### config.mk
export PLATFORM = sky130hd
export DESIGN_NAME = ps2_rx_fifo
export DESIGN_NICKNAME = d
export VERILOG_FILES = /design/src/rtl/ps2_rx_fifo.sv
export SDC_FILE = /design/constraint.sdc
export NUM_CORES = 1
export LEC_CHECK = 0
export ABC_CLOCK_PERIOD_IN_PS = 2600
export CORE_MARGIN = 8
export CORE_UTILIZATION = 40
export CTS_CLUSTER_SIZE = 14
export DETAILED_ROUTE_END_ITERATION = 16
export SLEW_MARGIN = 20
export SYNTH_ARGS = -nofsm -noshare
export SYNTH_HDL_FRONTEND = slang
export SYNTH_SLANG_ARGS = --single-unit
### constraint.sdc
create_clock -name clk_bus -period 2.6 [get_ports clk_bus]
set_input_delay 0.52 -clock clk_bus [delete_from_list [all_inputs] [get_ports clk_bus]]
set_output_delay 0.52 -clock clk_bus [all_outputs]
set_load 0.01 [all_outputs]
### src/rtl/ps2_rx_fifo.sv
// PS/2 device-to-host receiver: synchronised, deglitched clock, 11-bit frame decode with
// parity/stop/timeout checking, and a small FIFO whose head is presented as data/valid.
module ps2_rx_fifo #(
  parameter int FILTER_LEN = 8,
  parameter int TIMEOUT    = 4800,
  parameter int DEPTH      = 4
) (
  input  logic                     clk_bus,
  input  logic                     nreset,
  input  logic                     PS2_CLK,
  input  logic                     PS2_DAT,
  input  logic                     ready,
  output logic [7:0]               data,
  output logic                     valid,
  output logic                     parity_err,
  output logic                     frame_err,
  output logic                     overflow,
  output logic [$clog2(DEPTH):0]   level
);

  localparam int FW = $clog2(FILTER_LEN + 1);
  localparam int AW = $clog2(DEPTH);
  localparam int LW = AW + 1;

  typedef enum logic [2:0] {
    S_IDLE,
    S_DATA,
    S_PARITY,
    S_STOP,
    S_CHECK
  } state_t;

  logic          r_clk_s1, r_clk_s2, r_dat_s1, r_dat_s2;
  logic          r_clk_prev, r_clk_filt;
  logic [FW-1:0] r_filt_cnt;
  logic [FW-1:0] w_run;
  logic          w_fe;

  // w_run is the length of the current run of equal synchronised samples, saturating.
  always_comb begin
    if (r_clk_s2 != r_clk_prev)
      w_run = FW'(1);
    else if (r_filt_cnt == FW'(FILTER_LEN))
      w_run = r_filt_cnt;
    else
      w_run = r_filt_cnt + FW'(1);
  end

  assign w_fe = (w_run == FW'(FILTER_LEN)) && !r_clk_s2 && r_clk_filt;

  always_ff @(posedge clk_bus or negedge nreset) begin
    if (!nreset) begin
      r_clk_s1   <= 1'b1;
      r_clk_s2   <= 1'b1;
      r_dat_s1   <= 1'b1;
      r_dat_s2   <= 1'b1;
      r_clk_prev <= 1'b1;
      r_clk_filt <= 1'b1;
      r_filt_cnt <= '0;
    end else begin
      r_clk_s1   <= PS2_CLK;
      r_clk_s2   <= r_clk_s1;
      r_dat_s1   <= PS2_DAT;
      r_dat_s2   <= r_dat_s1;
      r_clk_prev <= r_clk_s2;
      r_filt_cnt <= w_run;
      if (w_run == FW'(FILTER_LEN))
        r_clk_filt <= r_clk_s2;
    end
  end

  state_t      r_state, w_state_next;
  logic [7:0]  r_shift;
  logic [2:0]  r_bitcnt;
  logic        r_perr;
  logic        r_stop_bit;
  logic [15:0] r_to_cnt;
  logic        w_timeout;
  logic        w_push, w_perr_pulse, w_ferr_pulse;

  // A falling edge in the same cycle always beats the timeout.
  assign w_timeout = (r_state != S_IDLE) && !w_fe && (r_to_cnt == 16'(TIMEOUT));

  always_ff @(posedge clk_bus or negedge nreset) begin
    if (!nreset)
      r_state <= S_IDLE;
    else
      r_state <= w_state_next;
  end

  always_comb begin
    w_state_next = r_state;
    w_push       = 1'b0;
    w_perr_pulse = 1'b0;
    w_ferr_pulse = 1'b0;
    if (w_timeout) begin
      w_state_next = S_IDLE;
      w_ferr_pulse = 1'b1;
    end else begin
      case (r_state)
        S_IDLE:   if (w_fe && !r_dat_s2) w_state_next = S_DATA;
        S_DATA:   if (w_fe && r_bitcnt == 3'd7) w_state_next = S_PARITY;
        S_PARITY: if (w_fe) w_state_next = S_STOP;
        S_STOP:   if (w_fe) w_state_next = S_CHECK;
        S_CHECK: begin
          w_state_next = S_IDLE;
          if (!r_stop_bit)
            w_ferr_pulse = 1'b1;
          else if (r_perr)
            w_perr_pulse = 1'b1;
          else
            w_push = 1'b1;
        end
        default:  w_state_next = S_IDLE;
      endcase
    end
  end

  always_ff @(posedge clk_bus or negedge nreset) begin
    if (!nreset) begin
      r_shift    <= '0;
      r_bitcnt   <= '0;
      r_perr     <= 1'b0;
      r_stop_bit <= 1'b0;
      r_to_cnt   <= '0;
    end else begin
      if (r_state == S_IDLE || w_fe)
        r_to_cnt <= '0;
      else if (r_to_cnt != 16'hFFFF)
        r_to_cnt <= r_to_cnt + 16'd1;
      if (w_fe) begin
        case (r_state)
          S_IDLE:   r_bitcnt <= '0;
          S_DATA: begin
            r_shift  <= {r_dat_s2, r_shift[7:1]};
            r_bitcnt <= r_bitcnt + 3'd1;
          end
          S_PARITY: r_perr <= ~(^r_shift ^ r_dat_s2);
          S_STOP:   r_stop_bit <= r_dat_s2;
          default:  r_stop_bit <= r_stop_bit;
        endcase
      end
    end
  end

  logic [7:0]    r_mem [DEPTH];
  logic [AW-1:0] r_wr_ptr, r_rd_ptr;
  logic [LW-1:0] r_level;
  logic [7:0]    r_data;
  logic          r_valid;
  logic          r_parity_err, r_frame_err, r_overflow;
  logic          w_pop, w_full, w_push_ok;
  logic [LW-1:0] w_level_next;
  logic [AW-1:0] w_rd_ptr_next;
  logic [7:0]    w_head_next;

  assign w_pop         = r_valid & ready;
  assign w_full        = (r_level == LW'(DEPTH));
  assign w_push_ok     = w_push & (!w_full | w_pop);
  assign w_rd_ptr_next = w_pop ? r_rd_ptr + AW'(1) : r_rd_ptr;
  // If the next read slot is the one being written, the FIFO was empty after the pop.
  assign w_head_next   = (w_push_ok && r_wr_ptr == w_rd_ptr_next) ? r_shift : r_mem[w_rd_ptr_next];

  always_comb begin
    w_level_next = r_level;
    if (w_push_ok && !w_pop)
      w_level_next = r_level + LW'(1);
    else if (!w_push_ok && w_pop)
      w_level_next = r_level - LW'(1);
  end

  always_ff @(posedge clk_bus) begin
    if (w_push_ok)
      r_mem[r_wr_ptr] <= r_shift;
  end

  always_ff @(posedge clk_bus or negedge nreset) begin
    if (!nreset) begin
      r_wr_ptr     <= '0;
      r_rd_ptr     <= '0;
      r_level      <= '0;
      r_data       <= '0;
      r_valid      <= 1'b0;
      r_parity_err <= 1'b0;
      r_frame_err  <= 1'b0;
      r_overflow   <= 1'b0;
    end else begin
      if (w_push_ok)
        r_wr_ptr <= r_wr_ptr + AW'(1);
      r_rd_ptr     <= w_rd_ptr_next;
      r_level      <= w_level_next;
      r_valid      <= (w_level_next != '0);
      if (w_level_next != '0)
        r_data <= w_head_next;
      r_parity_err <= w_perr_pulse;
      r_frame_err  <= w_ferr_pulse;
      r_overflow   <= w_push & ~w_push_ok;
    end
  end

  assign data       = r_data;
  assign valid      = r_valid;
  assign level      = r_level;
  assign parity_err = r_parity_err;
  assign frame_err  = r_frame_err;
  assign overflow   = r_overflow;

endmodule

# Word level (Yosys, flattened, before mapping)
# Memories as Yosys holds them, arrays and structs flattened. A register that Yosys moved wholly into a read port is not among the register bits.
# Cells that the tools add are included.
[totals]
ram_bits = 32
register_bits = 53
wordCells = 104
memories = 1
in_bits = 5
[classes]
n_eq_ne = 15
mux = 27
add_sub_neg = 7
reduce_logical = 27
bitwise_logic = 7
[mem_list]
columns = ["memory", "words", "width", "read_ports", "rd_ports_with_merged_regs", "wr", "line", "source"]
rows = [
  ["r_mem", 4, 8, 1, 1, 1, "146", "logic [7:0] r_mem [DEPTH];"],
]
[op_table]
columns = ["op", "count"]
rows = [
  ["$mux W16", 2],
  ["$mux W3", 7],
  ["$add A16 B1 Y16 const B", 1],
  ["$eq A16 B13 Y1 const B", 1],
  ["$ne A16 B16 Y1 const B", 1],
  ["$mux W1", 13],
  ["$ne A3 B3 Y1 const B", 4],
  ["$pmux W3 S4", 1],
  ["$eq A3 B3 Y1 const B", 3],
  ["$eq A4 B4 Y1 const B", 2],
  ["$logic_and A1 B1 Y1", 8],
  ["$mux W4", 2],
  ["$reduce_and A2 Y1", 4],
  ["$reduce_xor A8 Y1", 1],
  ["$logic_not A1 Y1", 7],
  ["$add A3 B1 Y3 const B", 2],
  ["$eq A3 B2 Y1 const B", 2],
  ["$pmux W3 S2", 1],
  ["$reduce_bool A3 Y1", 2],
  ["$add A2 B1 Y2 const B", 2],
  ["$add A4 B1 Y4 const B", 1],
  ["$reduce_and A4 Y1", 1],
  ["$reduce_bool A2 Y1", 2],
  ["$and A1 B1 Y1", 3],
  ["other kinds (9)", 10],
]

# Longest topological paths before layout
# Gate-level depths: netlist of run 1.
[logic_depth]
word_depth = 16
mapped_depth = 10
depth_no_buf = 8

# Worst setup path after synthesis of run 1
# No wires, ideal clock.
[synth_path]
kind = "register to register"
startpoint = "reg r_filt_cnt[0]"
endpoint = "mem r_mem[2][0] (enable)"
required_time_ps = 2268
arrival_time_ps = 2103
stages_incl_launch_ff = 9
slack_ps = 165
setup_time_ps = 332
path_cell_list = "dfrtp_1 -> inv_1 -> ha_1 -> nor2_1 -> nand4b_1 -> a2111oi_4 -> nor2_1 -> nor2b_1 -> and2_1"
[synth_via]
elab_chain_len = 13
word_cells_on_any_way = 14
[synth_lines]
columns = ["element", "line", "source"]
rows = [
  ["start, declared", "35", "logic [FW-1:0] r_filt_cnt;"],
  ["start signal, assigned", "66", "r_filt_cnt <= w_run;"],
  ["$add A4 B1 Y4 / $eq A4 B4 Y1 (equally long branches)", "46, 43", ""],
  ["$mux W4 *", "43", "else if (r_filt_cnt == FW'(FILTER_LEN))"],
  ["$mux W4 *", "41", "if (r_clk_s2 != r_clk_prev)"],
  ["$eq A4 B4 Y1 *", "49", "assign w_fe = (w_run == FW'(FILTER_LEN)) && !r_clk_s2 && r_clk_filt;"],
  ["$logic_and A1 B1 Y1 * (2 in series)", "49", ""],
  ["$logic_not A1 Y1 *", "82", "assign w_timeout = (r_state != S_IDLE) && !w_fe && (r_to_cnt == 16'(TIMEOUT));"],
  ["$logic_and A1 B1 Y1 * (2 in series)", "82", ""],
  ["$mux W1 *", "96", "if (w_timeout) begin"],
  ["$and A1 B1 Y1 *", "159", "assign w_push_ok = w_push & (!w_full | w_pop);"],
  ["$mux W1 *", "173", "if (w_push_ok)"],
  ["$mux W1 (implied by the code) *", "174", "r_mem[r_wr_ptr] <= r_shift;"],
  ["end, declared", "146", ""],
]
# Every way passes the cells marked *; elsewhere a longest branch is shown, timed or not.

# Worst setup path in the final report of run 1
[layout_path]
startpoint = "reg r_filt_cnt[0]"
endpoint = "mem r_mem[2][3] (enable)"
# The elaborated chain is that of the path after synthesis.

==> impl_results.rst, run 1 <==
.. list-table::
   :header-rows: 1

   * - Metric
     - Value
   * - Run status
     - completed
   * - Number of DRC markers after the initial detailed-route iteration
     - 216
   * - Core area
     - about 11000 sq um
   * - Clk buf depth
     - 2
   * - Clk_skew
     - 0.0160 ns
   * - Mapped cell area
     - 4390 sq um
   * - PortBufs
     - 19
   * - Simple logic cell fraction of the synthesized area
     - 13.3%
   * - CTS HTree Levels
     - 3
   * - Post-layout net count
     - between 400 and 500
   * - Achievable clock frequency
     - 411 MHz
   * - Fraction of synthesized area in multiplexers
     - under 10%
   * - Combined area of the multi-input logic cells
     - between 1500 and 2000 sq um
   * - Share of synthesized cell area in full adder, half adder and majority cells
     - roughly 3.7%
   * - Final clock period utilization by the worst path
     - between 90 and 100%
   * - Max Cap Viol
     - 0
   * - Horizontal extent of the die
     - 121 microns
   * - Synth Area in Compound Gates
     - approximately 8.4%
   * - Async SR Flop Fraction
     - 65.6%
   * - Aggregate global routing overflow
     - 0
   * - Total iterations of the first detailed-routing run
     - 4
   * - Area growth from synthesis to layout
     - 18.5%
   * - Static Leakage
     - 2.20 nW
   * - Number of cells on the critical path
     - 9
   * - Critical Path Slowest Stage Cell
     - sky130_fd_sc_hd__a2111oi_4
   * - Number of diodes added for antenna fixing
     - 0
   * - Class of the most critical hold timing path
     - input pin to asynchronous set/reset pin
   * - Register bit total from synthesis
     - 93
   * - Sequential cell area in the final layout
     - between 2000 and 2500 sq um
   * - Synthesized instance count
     - 353
   * - TritonCTS sink count
     - 93
   * - Global-route wire length before repair
     - 14400 microns
   * - Total of fill cells in the finished design
     - 945
   * - Remaining DRCs
     - 0
   * - Warning count from the yosys run
     - 0
   * - Power after layout
     - 0.00274 W
   * - Synth Area per Inst
     - approximately 12 sq um
   * - Final GP Congestion
     - 0.771
   * - Dominant combinational cell family by area after synthesis
     - simple AND/OR/NAND/NOR gates
   * - Sequential-to-total area share from yosys stat
     - 56.8%
   * - Share of cells above drive strength 1
     - 19.7%
   * - Top-level port count
     - 20
   * - Setup Viol. Count Final
     - 0
   * - Post-route worst hold slack
     - around 0.14 ns
   * - Total wire length
     - 8380 microns
   * - Starting density of the core
     - 40.7%
   * - Total power density per cell area
     - around 530 nW/um^2
   * - Cell family with most CP delay
     - compound AO/OA/AOI/OAI gates
   * - Count of flip-flops with a built-in enable after synthesis
     - 32
   * - Number of cell rows
     - 38
   * - Final-report max-slew violation count
     - 0
   * - Via count of the first global-routing pass
     - 2888
   * - Number of nets with antenna violations after detailed routing
     - 0
   * - Final-report hold violation count
     - 0
   * - Post-synthesis net count
     - between 300 and 400
   * - Worst setup EP type
     - register
   * - Parity-gate share of the synthesized area counting xor and xnor cells
     - 6.15%
   * - Relative slew slack
     - 44.0%
   * - Area of the die
     - 14600 sq um
   * - Average routed wire per standard cell
     - 15.5 microns
   * - Pin count of the biggest net entering global routing
     - 25
   * - Tmin final
     - ~2.4 ns
   * - Chip Height
     - about 120 microns
   * - Setup repair after global routing missed its margin
     - no
   * - Actual transition at the worst max-transition pin
     - 0.837 ns
   * - Clock Tree Root
     - sky130_fd_sc_hd__clkbuf_8
   * - Cells on worst reg2reg path
     - 9
   * - Vias post-DR
     - 2787
   * - Required @ worst endpoint
     - 2.67 ns
   * - Cell breakdown of the critical path
     - buf_4 > buf_4 > a21boi_2 > o211ai_2 > a2111oi_4 > nor2_1 > nor2b_2 > and2_1 > buf_12
   * - Worst endpoint data arrival time
     - 2.50 ns
   * - Crit path top cell by count
     - sky130_fd_sc_hd__buf_4
   * - Kind of start point of the critical path
     - register
   * - Max FO, Critical Path
     - 8
   * - CTS tree
     - done
   * - Buffer and inverter count on the worst path
     - 3
   * - Clock-pin slew reported for the worst setup and hold paths after clock tree synthesis
     - 0.10 ns
   * - Clock latency on the worst-skew pair
     - 0.36 ns
   * - Slowest Stage Delay on Critical Path
     - about 0.50 ns
   * - GRT Resource Usage Total
     - around 12%
   * - Largest vdd supply drop
     - about 0.00027 V
   * - DPL Wire Length
     - 5830 microns
   * - Number of antenna violations at the first check in global routing
     - 0
   * - Num CTS Buffers
     - 9
   * - Critical Setup Path Class
     - register to register
   * - Commonest register cell after synthesis
     - sky130_fd_sc_hd__dfrtp_1
   * - Count of unique library cells instantiated by Yosys
     - 58
   * - Ratio of routed vias to standard cells
     - 5.14
registers in the layout, summed over array words and instances (netlist names):
signal      cells
r_clk_prev      1
valid           1
r_rd_ptr        2
level           3
frame_err       1
r_clk_s2        1
r_bitcnt        3
r_perr          1
r_wr_ptr        2
r_clk_filt      1
r_dat_s1        1
r_mem          32
r_stop_bit      1
r_to_cnt       16
data            8
r_state         3
overflow        1
r_shift         8
r_clk_s1        1
r_filt_cnt      4
r_dat_s2        1
parity_err      1
report_power, final:
part / internal (W) / leakage [nW] / switching (W)
logic: 0.0000637 / 0.970 / 0.0000710
registers: 0.00154 / 1.12 / 0.0000252
clock network: 0.000546 / 0.110 / 0.000499
path summary, 6_finish.rpt:
check / startpoint / to / slack, ns
worst min-delay path: nreset / r_to_cnt[15] / 0.14
worst min register to register: r_clk_s1 / r_clk_s2 / 0.36
worst max register to register: r_filt_cnt[0] / r_mem[2][3] / 0.17
worst max-delay path: r_filt_cnt[0] / r_mem[2][3] / 0.17
min in group clk_bus: r_clk_s1 / r_clk_s2 / 0.36
max in group asynchronous: nreset / r_clk_filt / 1.69
per-layer routing:
layer | wire [microns] | track usage (%)
met4 | 65 | 3.75
met2 | 4210 | 20.8
met1 | 3840 | 15.0
met5 | 0 | 0
met3 | 273 | 3.87
layout make-up:
type                            count  share of cell area, %
Clock inverter                      7                   1.80
Tap cell                          140                   3.37
Timing Repair Buffer               41                   7.69
Clock buffer                        9                   2.38
Multi-Input combinational cell    217                   34.3
Sequential cell                    93                   48.0
Inverter                           35                   2.52
layout by cell type, fill, tap and decap left out, types with 13 or more instances in the layout:
cell and n:
sky130_fd_sc_hd__nand2_1 14, sky130_fd_sc_hd__xor2_1 15, sky130_fd_sc_hd__nor2_1 28, sky130_fd_sc_hd__nand4_1 13, sky130_fd_sc_hd__clkdlybuf4s50_1 18, sky130_fd_sc_hd__inv_1 34, sky130_fd_sc_hd__dfrtp_1 54, sky130_fd_sc_hd__xnor2_1 13
sky130_fd_sc_hd__edfxtp_1 32, sky130_fd_sc_hd__buf_4 18
cell families (layout without fill, tap and decap cells):
family / Yosys count / after routing
adders and majority gates: 13 / 13
muxes: 23 / 23
AOI/OAI and AO/OA: 43 / 43
DFF: 93 / 93
buffers and inverters: 43 / 92
xor gates and xnor gates: 30 / 30
and+or+nand+nor: 108 / 108
metrics by stage:
stage	cell area, sq um	cells	util (%)	setup WS [ns]	setup TNS [ns]
global route	5200	542	48.2	0.0106	0
global placement	4900	522	45.4	-0.0749	-0.526
CTS	5120	538	47.4	0.0344	0
finish	5200	542	48.2	0.169	0
floorplan	4390	353	-	0.165	0
detailed placement	4900	522	45.4	-0.146	-0.922
synthesized netlist by cell type, types with 7 or more instances:
cell type,instances,area share [%]
sky130_fd_sc_hd__and2_1,10,1.4
sky130_fd_sc_hd__edfxtp_1,32,22
sky130_fd_sc_hd__dfrtp_1,55,31
sky130_fd_sc_hd__mux4_2,8,4.1
sky130_fd_sc_hd__mux2_2,9,2.3
sky130_fd_sc_hd__nor2_1,29,2.5
sky130_fd_sc_hd__ha_1,13,3.7
sky130_fd_sc_hd__nand3_1,9,1.0
sky130_fd_sc_hd__inv_1,35,3.0
sky130_fd_sc_hd__xnor2_1,14,2.8
sky130_fd_sc_hd__xor2_1,15,3.0
sky130_fd_sc_hd__nor3_1,7,0.80
sky130_fd_sc_hd__nand4_1,13,1.9
sky130_fd_sc_hd__nand2_1,14,1.2
timing repair:
item                                    in CTS  in global routing
buffers inserted                             0                  4
hold buffers                                 0                  0
endpoints found under the hold margin        0                  0
resized for setup                            0                 11
endpoints found under the setup margin       0                 41
Power figures use the tool's default switching activity.
==> run 2, diff against run 1 <==
--- a/config.mk
+++ b/config.mk
@@ -5,11 +5,13 @@
 export SDC_FILE = /design/constraint.sdc
 export NUM_CORES = 1
 export LEC_CHECK = 0
+export ABC_AREA = 1
 export ABC_CLOCK_PERIOD_IN_PS = 2600
 export CORE_MARGIN = 8
 export CORE_UTILIZATION = 40
 export CTS_CLUSTER_SIZE = 14
 export DETAILED_ROUTE_END_ITERATION = 16
+export RECOVER_POWER = 50
 export SLEW_MARGIN = 20
 export SYNTH_ARGS = -nofsm -noshare
 export SYNTH_HDL_FRONTEND = slang
==> run 2 against run 1 <==
Die area up 3.0%; first-iteration DRC count down 13%; highest routed layer unchanged; area after synthesis up 3.4%; critical endpoint is now data[1]; hold slack better by 0.22 ns; maximum frequency up 6.4%; power up 62%; routed wire length down 3.0%; via count up 12%; clock-buffer cell count unchanged; worst setup slack better by 0.15 ns; clock power up 24%; cell area up 0.89%.
==> impl_results.rst, run 2 <==
.. list-table::
   :header-rows: 1

   * - Metric
     - Value
   * - Clock latency on the worst-skew pair
     - 0.34 ns
   * - Most common cell after layout, fill and taps aside
     - sky130_fd_sc_hd__nand2_1
   * - Cts hold-fix bufs
     - 0
   * - Synth Area per Inst
     - slightly below 10 sq um
   * - Num CTS Buffers
     - 9
   * - Dominant cell by count in the synthesized netlist
     - sky130_fd_sc_hd__nand2_1
   * - Achievable clock frequency
     - 438 MHz
   * - Async SR Flop Fraction
     - 65.6%
   * - Register ranked first by flip-flop count
     - r_mem
   * - Core area
     - 11300 sq um
   * - Total iterations of the first detailed-routing run
     - 4
   * - PortBufs
     - 19
   * - Post-synthesis net count
     - 480
   * - Final clock period utilization by the worst path
     - 87.9%
   * - Count of flip-flops with a built-in enable after synthesis
     - 32
   * - Required @ worst endpoint
     - 2.83 ns
   * - Clock-pin slew reported for the worst setup and hold paths after clock tree synthesis
     - 0.07 ns
   * - Top-level port count
     - 20
   * - Number of cell rows
     - 39
   * - Post-route worst hold slack
     - roughly 0.36 ns
   * - Pin count of the biggest net entering global routing
     - 40
   * - Finished Core Util
     - a little under half
   * - Ratio of routed vias to standard cells
     - 4.84
   * - Via count of the first global-routing pass
     - 3115
   * - Number of nets with antenna violations after detailed routing
     - 0
   * - Max FO, Critical Path
     - 10
   * - Starting density of the core
     - 40.3%
   * - Clk buf depth
     - 2
   * - Post_cts resized
     - 0
   * - Most used cells in the layout excluding fill and tap cells
     - sky130_fd_sc_hd__nand2_1, sky130_fd_sc_hd__nor2_1, sky130_fd_sc_hd__dfrtp_1, sky130_fd_sc_hd__inv_1, sky130_fd_sc_hd__edfxtp_1
   * - Most frequent cells after synthesis
     - sky130_fd_sc_hd__nand2_1, sky130_fd_sc_hd__nor2_1, sky130_fd_sc_hd__dfrtp_1
   * - Average routed wire per standard cell
     - roughly 13 microns
   * - Horizontal extent of the die
     - 123 microns
   * - Clock Tree Root
     - sky130_fd_sc_hd__clkbuf_16
   * - Static Leakage
     - between 2 and 2.5 nW
   * - Aggregate global routing overflow
     - 0
   * - Final-report max-slew violation count
     - 0
   * - Final-report hold violation count
     - 0
   * - Setup Viol. Count Final
     - 0
   * - Area of the die
     - 15000 sq um
   * - Warning count from the yosys run
     - 0
   * - Mapped cell area
     - 4540 sq um
   * - Largest cells by area after synthesis
     - sky130_fd_sc_hd__dfrtp_1, sky130_fd_sc_hd__edfxtp_1, sky130_fd_sc_hd__nand2_1, sky130_fd_sc_hd__nor2_1, sky130_fd_sc_hd__inv_1
   * - Clk_skew
     - 0.00921 ns
   * - Count of unique library cells instantiated by Yosys
     - 42
   * - Post-layout net count
     - between 500 and 600
   * - Tmin final
     - between 2 and 2.5 ns
   * - Global-route wire length before repair
     - 14500 microns
   * - Sequential-to-total area share from yosys stat
     - between 50% and 60%
   * - Total negative slack for setup checks
     - 0 ns
   * - Register bit total from synthesis
     - slightly above 90
   * - Total power density per cell area
     - ~850 nW/um^2
   * - Number of diodes added for antenna fixing
     - 0
   * - Area growth from synthesis to layout
     - 15.6%
   * - Max Cap Viol
     - 0
   * - Commonest register cell after synthesis
     - sky130_fd_sc_hd__dfrtp_1
   * - CTS HTree Levels
     - 3
   * - Registers with the most flip-flops
     - r_mem x32, r_to_cnt x16
   * - Share of cells above drive strength 1
     - 13.1%
   * - Worst setup EP type
     - register
   * - TritonCTS sink count
     - 93
   * - Actual transition at the worst max-transition pin
     - around 1.2 ns
   * - Final GP Congestion
     - about 0.86
   * - Kind of start point of the critical path
     - register
   * - Worst endpoint data arrival time
     - ~2.5 ns
   * - Total wire length
     - around 8100 microns
   * - Number of antenna violations at the first check in global routing
     - 0
   * - Largest vdd supply drop
     - 0.000527 V
   * - CTS tree
     - done
   * - Post-CTS Setup Repair Bufs
     - 0
   * - Class of the most critical hold timing path
     - register to register
   * - Synth area leader
     - sky130_fd_sc_hd__dfrtp_1
   * - Setup repair after global routing missed its margin
     - no
   * - Vias post-DR
     - 3122
   * - Remaining DRCs
     - 0
   * - Synthesized instance count
     - 462
   * - Run status
     - completed
   * - Flip-flop count of the largest register after layout
     - 32
   * - Relative slew slack
     - 20.6%
   * - Fraction of synthesized cell area taken by the top area cell type
     - a little under a third
   * - GRT Resource Usage Total
     - 12.0%
   * - DPL Wire Length
     - about 6000 microns
   * - Chip Height
     - 123 microns
   * - Number of DRC markers after the initial detailed-route iteration
     - 187
   * - Critical Setup Path Class
     - register to register
==> run 2: per-layer routing <==
metal | global-route usage, % | routed length, microns
met1 | 15.0 | 3810
met2 | 19.7 | 3970
met3 | 2.53 | 271
met4 | 5.26 | 87
met5 | 0 | 0
==> run 2: layout make-up <==
class,instances,area (sq um)
fillers,1070,6020
well taps,143,179
clock inverters,7,72.6
flip-flops and latches,93,2490
clock buffers,9,225
multi-input cells,308,1810
inverters,55,206
repair buffers,30,264
==> run 2: cells by family after synthesis <==
family	share of synthesized area (%)
and+or+nand+nor	24.5
DFF	54.9
buffers and inverters	5.29
AOI/OAI and AO/OA	7.93
xor gates and xnor gates	3.30
adders and majority gates	3.58
muxes	0.496
==> run 2: critical path: stages, from the launching register on <==
cell	delay [ns]
sky130_fd_sc_hd__dfrtp_1	0.41
sky130_fd_sc_hd__inv_1	0.11
sky130_fd_sc_hd__ha_1	0.16
sky130_fd_sc_hd__nand3_1	0.11
sky130_fd_sc_hd__nand2_1	0.08
sky130_fd_sc_hd__nand2_1	0.08
sky130_fd_sc_hd__nor2_4	0.13
sky130_fd_sc_hd__nand4_4	0.15
sky130_fd_sc_hd__nand3_4	0.16
sky130_fd_sc_hd__nand4_4	0.18
sky130_fd_sc_hd__nand2_1	0.10
sky130_fd_sc_hd__nand2_1	0.08
sky130_fd_sc_hd__nand2_4	0.14
sky130_fd_sc_hd__nand3_4	0.14
sky130_fd_sc_hd__nand2_1	0.08
sky130_fd_sc_hd__nand2_1	0.05
==> run 2: where the power goes <==
| part | switching (W) | total (W) | internal, W |
|---|---|---|---|
| Sequential | 0.000104 | 0.00175 | 0.00165 |
| Clock | 0.000544 | 0.00129 | 0.000748 |
| Combinational | 0.000789 | 0.00141 | 0.000619 |
==> run 2: worst paths after layout <==
path	slack, ns	from	to	cells past startpoint
min in group asynchronous	0.41	nreset	r_to_cnt[7]	1
setup / recovery	0.31	r_filt_cnt[0]	data[1]	15
setup reg to reg	0.31	r_filt_cnt[0]	data[1]	15
hold reg to reg	0.36	r_clk_s1	r_clk_s2	0
max in group asynchronous	0.63	nreset	r_rd_ptr[1]	2
hold / removal	0.36	r_clk_s1	r_clk_s2	0
==> run 2: stage by stage <==
step | area [sq um] | std cells | setup WS, ns | total power [W]
2_1_floorplan | 4540 | 462 | 0.466 | 0.00277
3_3_place_gp | 4970 | 629 | 0.212 | 0.00318
3_5_place_dp | 4970 | 629 | 0.166 | 0.00321
4_1_cts | 5270 | 645 | 0.274 | 0.00452
5_1_grt | 5250 | 645 | 0.0285 | 0.00475
6_report | 5250 | 645 | 0.315 | 0.00445
==> run 3, diff against run 2 <==
--- a/config.mk
+++ b/config.mk
@@ -8,11 +8,14 @@
 export ABC_AREA = 1
 export ABC_CLOCK_PERIOD_IN_PS = 2600
 export CORE_MARGIN = 8
-export CORE_UTILIZATION = 40
+export CORE_UTILIZATION = 47
 export CTS_CLUSTER_SIZE = 14
 export DETAILED_ROUTE_END_ITERATION = 16
+export PLACE_DENSITY = 0.67
 export RECOVER_POWER = 50
+export SKIP_CTS_REPAIR_TIMING = 1
 export SLEW_MARGIN = 20
 export SYNTH_ARGS = -nofsm -noshare
 export SYNTH_HDL_FRONTEND = slang
 export SYNTH_SLANG_ARGS = --single-unit
+export TNS_END_PERCENT = 100
==> run 3 against run 2 <==
Die area decreased by 13%; critical path depth is 1 lower; highest routed layer unchanged; routed wire length fell by 0.89%; power decreased by 11%; worst setup slack hardly changed; cell area down 2.9%; clock-buffer cell count rose by 3; hold slack gained 0.0032 ns.
==> impl_results.rst, run 3 (synthesis results as in run 2) <==
.. list-table::
   :header-rows: 1

   * - Metric
     - Value
   * - Top layer in use
     - met4
   * - Reg2Reg Launch Point
     - r_filt_cnt[0]
   * - Number of antenna violations at the first check in global routing
     - 0
   * - TritonCTS sink count
     - slightly above 90
   * - Pin count of the biggest net entering global routing
     - 38
   * - Critical Setup Path Class
     - register to register
   * - Cell count after placement
     - between 600 and 700
   * - Worst setup EP type
     - register
   * - Aggregate global routing overflow
     - 0
   * - Post-layout net count
     - 515
   * - Core area
     - 9590 sq um
   * - Register ranked first by flip-flop count
     - r_mem
   * - Cell family with most CP delay
     - simple AND/OR/NAND/NOR gates
   * - Total negative slack for setup checks
     - 0 ns
   * - Total iterations of the first detailed-routing run
     - 4
   * - Length of routed met3 wiring
     - ~440 microns
   * - Area growth from synthesis to layout
     - 12.3%
   * - Cell breakdown of the critical path
     - inv_1 > ha_1 > nand3_1 > nand2_1 > nor2_4 > nand4_4 > nand3_4 > nand4_4 > nand2_1 > nand2_1 > nand2_4 > nand3_4 > nand2_1 > nand2_1
   * - Share of cells above drive strength 1
     - 12.2%
   * - Fin cells
     - 635
   * - Top-level port count
     - 20
   * - Kind of start point of the critical path
     - register
   * - Finished Core Util
     - 53.2%
   * - Chip Height
     - about 110 microns
   * - Number of cells on the critical path
     - 14
   * - Number of nets with antenna violations after detailed routing
     - 0
   * - Clk_skew
     - 0.00872 ns
   * - Register-to-Register Setup Slack
     - 0.31 ns
   * - Remaining DRCs
     - 0
   * - Endpoint of the lowest-slack register-to-register path
     - data[0]
   * - Registers with the most flip-flops
     - r_mem x32, r_to_cnt x16
   * - Final-report max-slew violation count
     - 0
   * - Horizontal extent of the die
     - between 100 and 150 microns
   * - Worst endpoint data arrival time
     - 2.53 ns
   * - GRT Resource Usage Total
     - 13.2%
   * - CTS HTree Levels
     - 3
   * - Final clock period utilization by the worst path
     - 87.9%
   * - Max Cap Viol
     - 0
   * - Worst setup slack after placement
     - ~0.16 ns
   * - Achievable clock frequency
     - 438 MHz
   * - Max FO, Critical Path
     - 10
   * - Slowest Stage Delay on Critical Path
     - 0.40 ns
   * - Number of diodes added for antenna fixing
     - 0
   * - Final GP Congestion
     - 0.837
   * - Average routed wire per standard cell
     - 12.7 microns
   * - Actual transition at the worst max-transition pin
     - 1.30 ns
   * - Flip-flop count of the largest register after layout
     - 32
   * - Clock latency on the worst-skew pair
     - 0.35 ns
   * - Tmin final
     - 2.29 ns
   * - PortBufs
     - 19
   * - Global-route wire length before repair
     - 13900 microns
   * - Critical Path Slowest Stage Cell
     - sky130_fd_sc_hd__dfrtp_1
   * - Via count of the first global-routing pass
     - 2989
   * - Area of the die
     - 13100 sq um
   * - Setup repair after global routing missed its margin
     - no
   * - Starting density of the core
     - 47.4%
   * - Total power density per cell area
     - 775 nW/um^2
   * - Clock Tree Root
     - sky130_fd_sc_hd__clkbuf_8
   * - Most used cells in the layout excluding fill and tap cells
     - sky130_fd_sc_hd__nand2_1, sky130_fd_sc_hd__nor2_1, sky130_fd_sc_hd__dfrtp_1, sky130_fd_sc_hd__inv_1, sky130_fd_sc_hd__edfxtp_1
   * - Final setup margin
     - 0.315 ns
   * - Met2 Wirelength
     - 3810 microns
   * - Num CTS Buffers
     - 9
   * - Buffer and inverter count on the worst path
     - 1
   * - Cells on worst reg2reg path
     - 14
   * - Total wire length
     - 8060 microns
   * - Run status
     - completed
   * - DPL Wire Length
     - 6020 microns
   * - Number of cell rows
     - 36
   * - Total of fill cells in the finished design
     - 865
   * - CTS tree
     - done
   * - Clock-pin slew reported for the worst setup and hold paths after clock tree synthesis
     - ~0.09 ns
   * - Power after layout
     - 0.00395 W
   * - Setup Viol. Count Final
     - 0
   * - Relative slew slack
     - a little over an eighth
   * - Wire length on met1
     - around 3700 microns
   * - Clk buf depth
     - 2
   * - Class of the most critical hold timing path
     - register to register
   * - Launching instance or port of the critical path
     - r_filt_cnt[0]
   * - Static Leakage
     - 2.13 nW
   * - Number of DRC markers after the initial detailed-route iteration
     - 173
   * - Crit path top cell by count
     - sky130_fd_sc_hd__nand2_1
   * - Most common cell after layout, fill and taps aside
     - sky130_fd_sc_hd__nand2_1
   * - Largest vdd supply drop
     - roughly 0.00030 V
   * - Final-report hold violation count
     - 0
   * - Vias post-DR
     - 3183
   * - Ratio of routed vias to standard cells
     - 5.01
   * - Required @ worst endpoint
     - 2.85 ns
   * - CP endpoint
     - data[0]
[run 3: stage by stage]
| step | instance area, sq um | hold slack, ns |
|---|---|---|
| 2_1_floorplan | 4540 | 0.224 |
| 5_1_grt | 5100 | 0.372 |
| 3_5_place_dp | 4960 | 0.347 |
| 4_1_cts | 5120 | 0.168 |
| 6_report | 5100 | 0.364 |
| 3_3_place_gp | 4960 | 0.346 |
[run 3: worst min path at each step]
stage                         from          to  slack (ns)  depth (start not counted)
final                     r_clk_s1    r_clk_s2        0.36                          0
after global routing      r_clk_s1    r_clk_s2        0.37                          0
after CTS                   nreset  r_shift[3]        0.17                          1
after detailed placement  r_clk_s1    r_clk_s2        0.35                          0
after global placement    r_clk_s1    r_clk_s2        0.35                          0
after floorplan             nreset     data[0]        0.22                          0
[run 3: metal layers]
metal  GRT usage (%)  up-vias
met5               0        -
met4            4.88        0
met3            3.69       12
met2            21.3       82
met1            16.6     1487
li1                -     1602
[run 3: final cells by class]
cell class,count,area (sq um),area share (%)
clock buffers,12,135,2.65
clock inverters,4,25.0,0.491
inverters,55,206,4.05
multi-input cells,308,1810,35.5
flip-flops and latches,93,2490,48.9
well taps,133,166,3.26
repair buffers,30,264,5.18
[run 3: power breakdown]
group,switching (W),internal (W),leakage [nW],total (W)
sequential,0.0000976,0.00164,1.08,0.00174
combinational,0.000783,0.000618,0.971,0.00140
clock,0.000465,0.000346,0.0780,0.000811
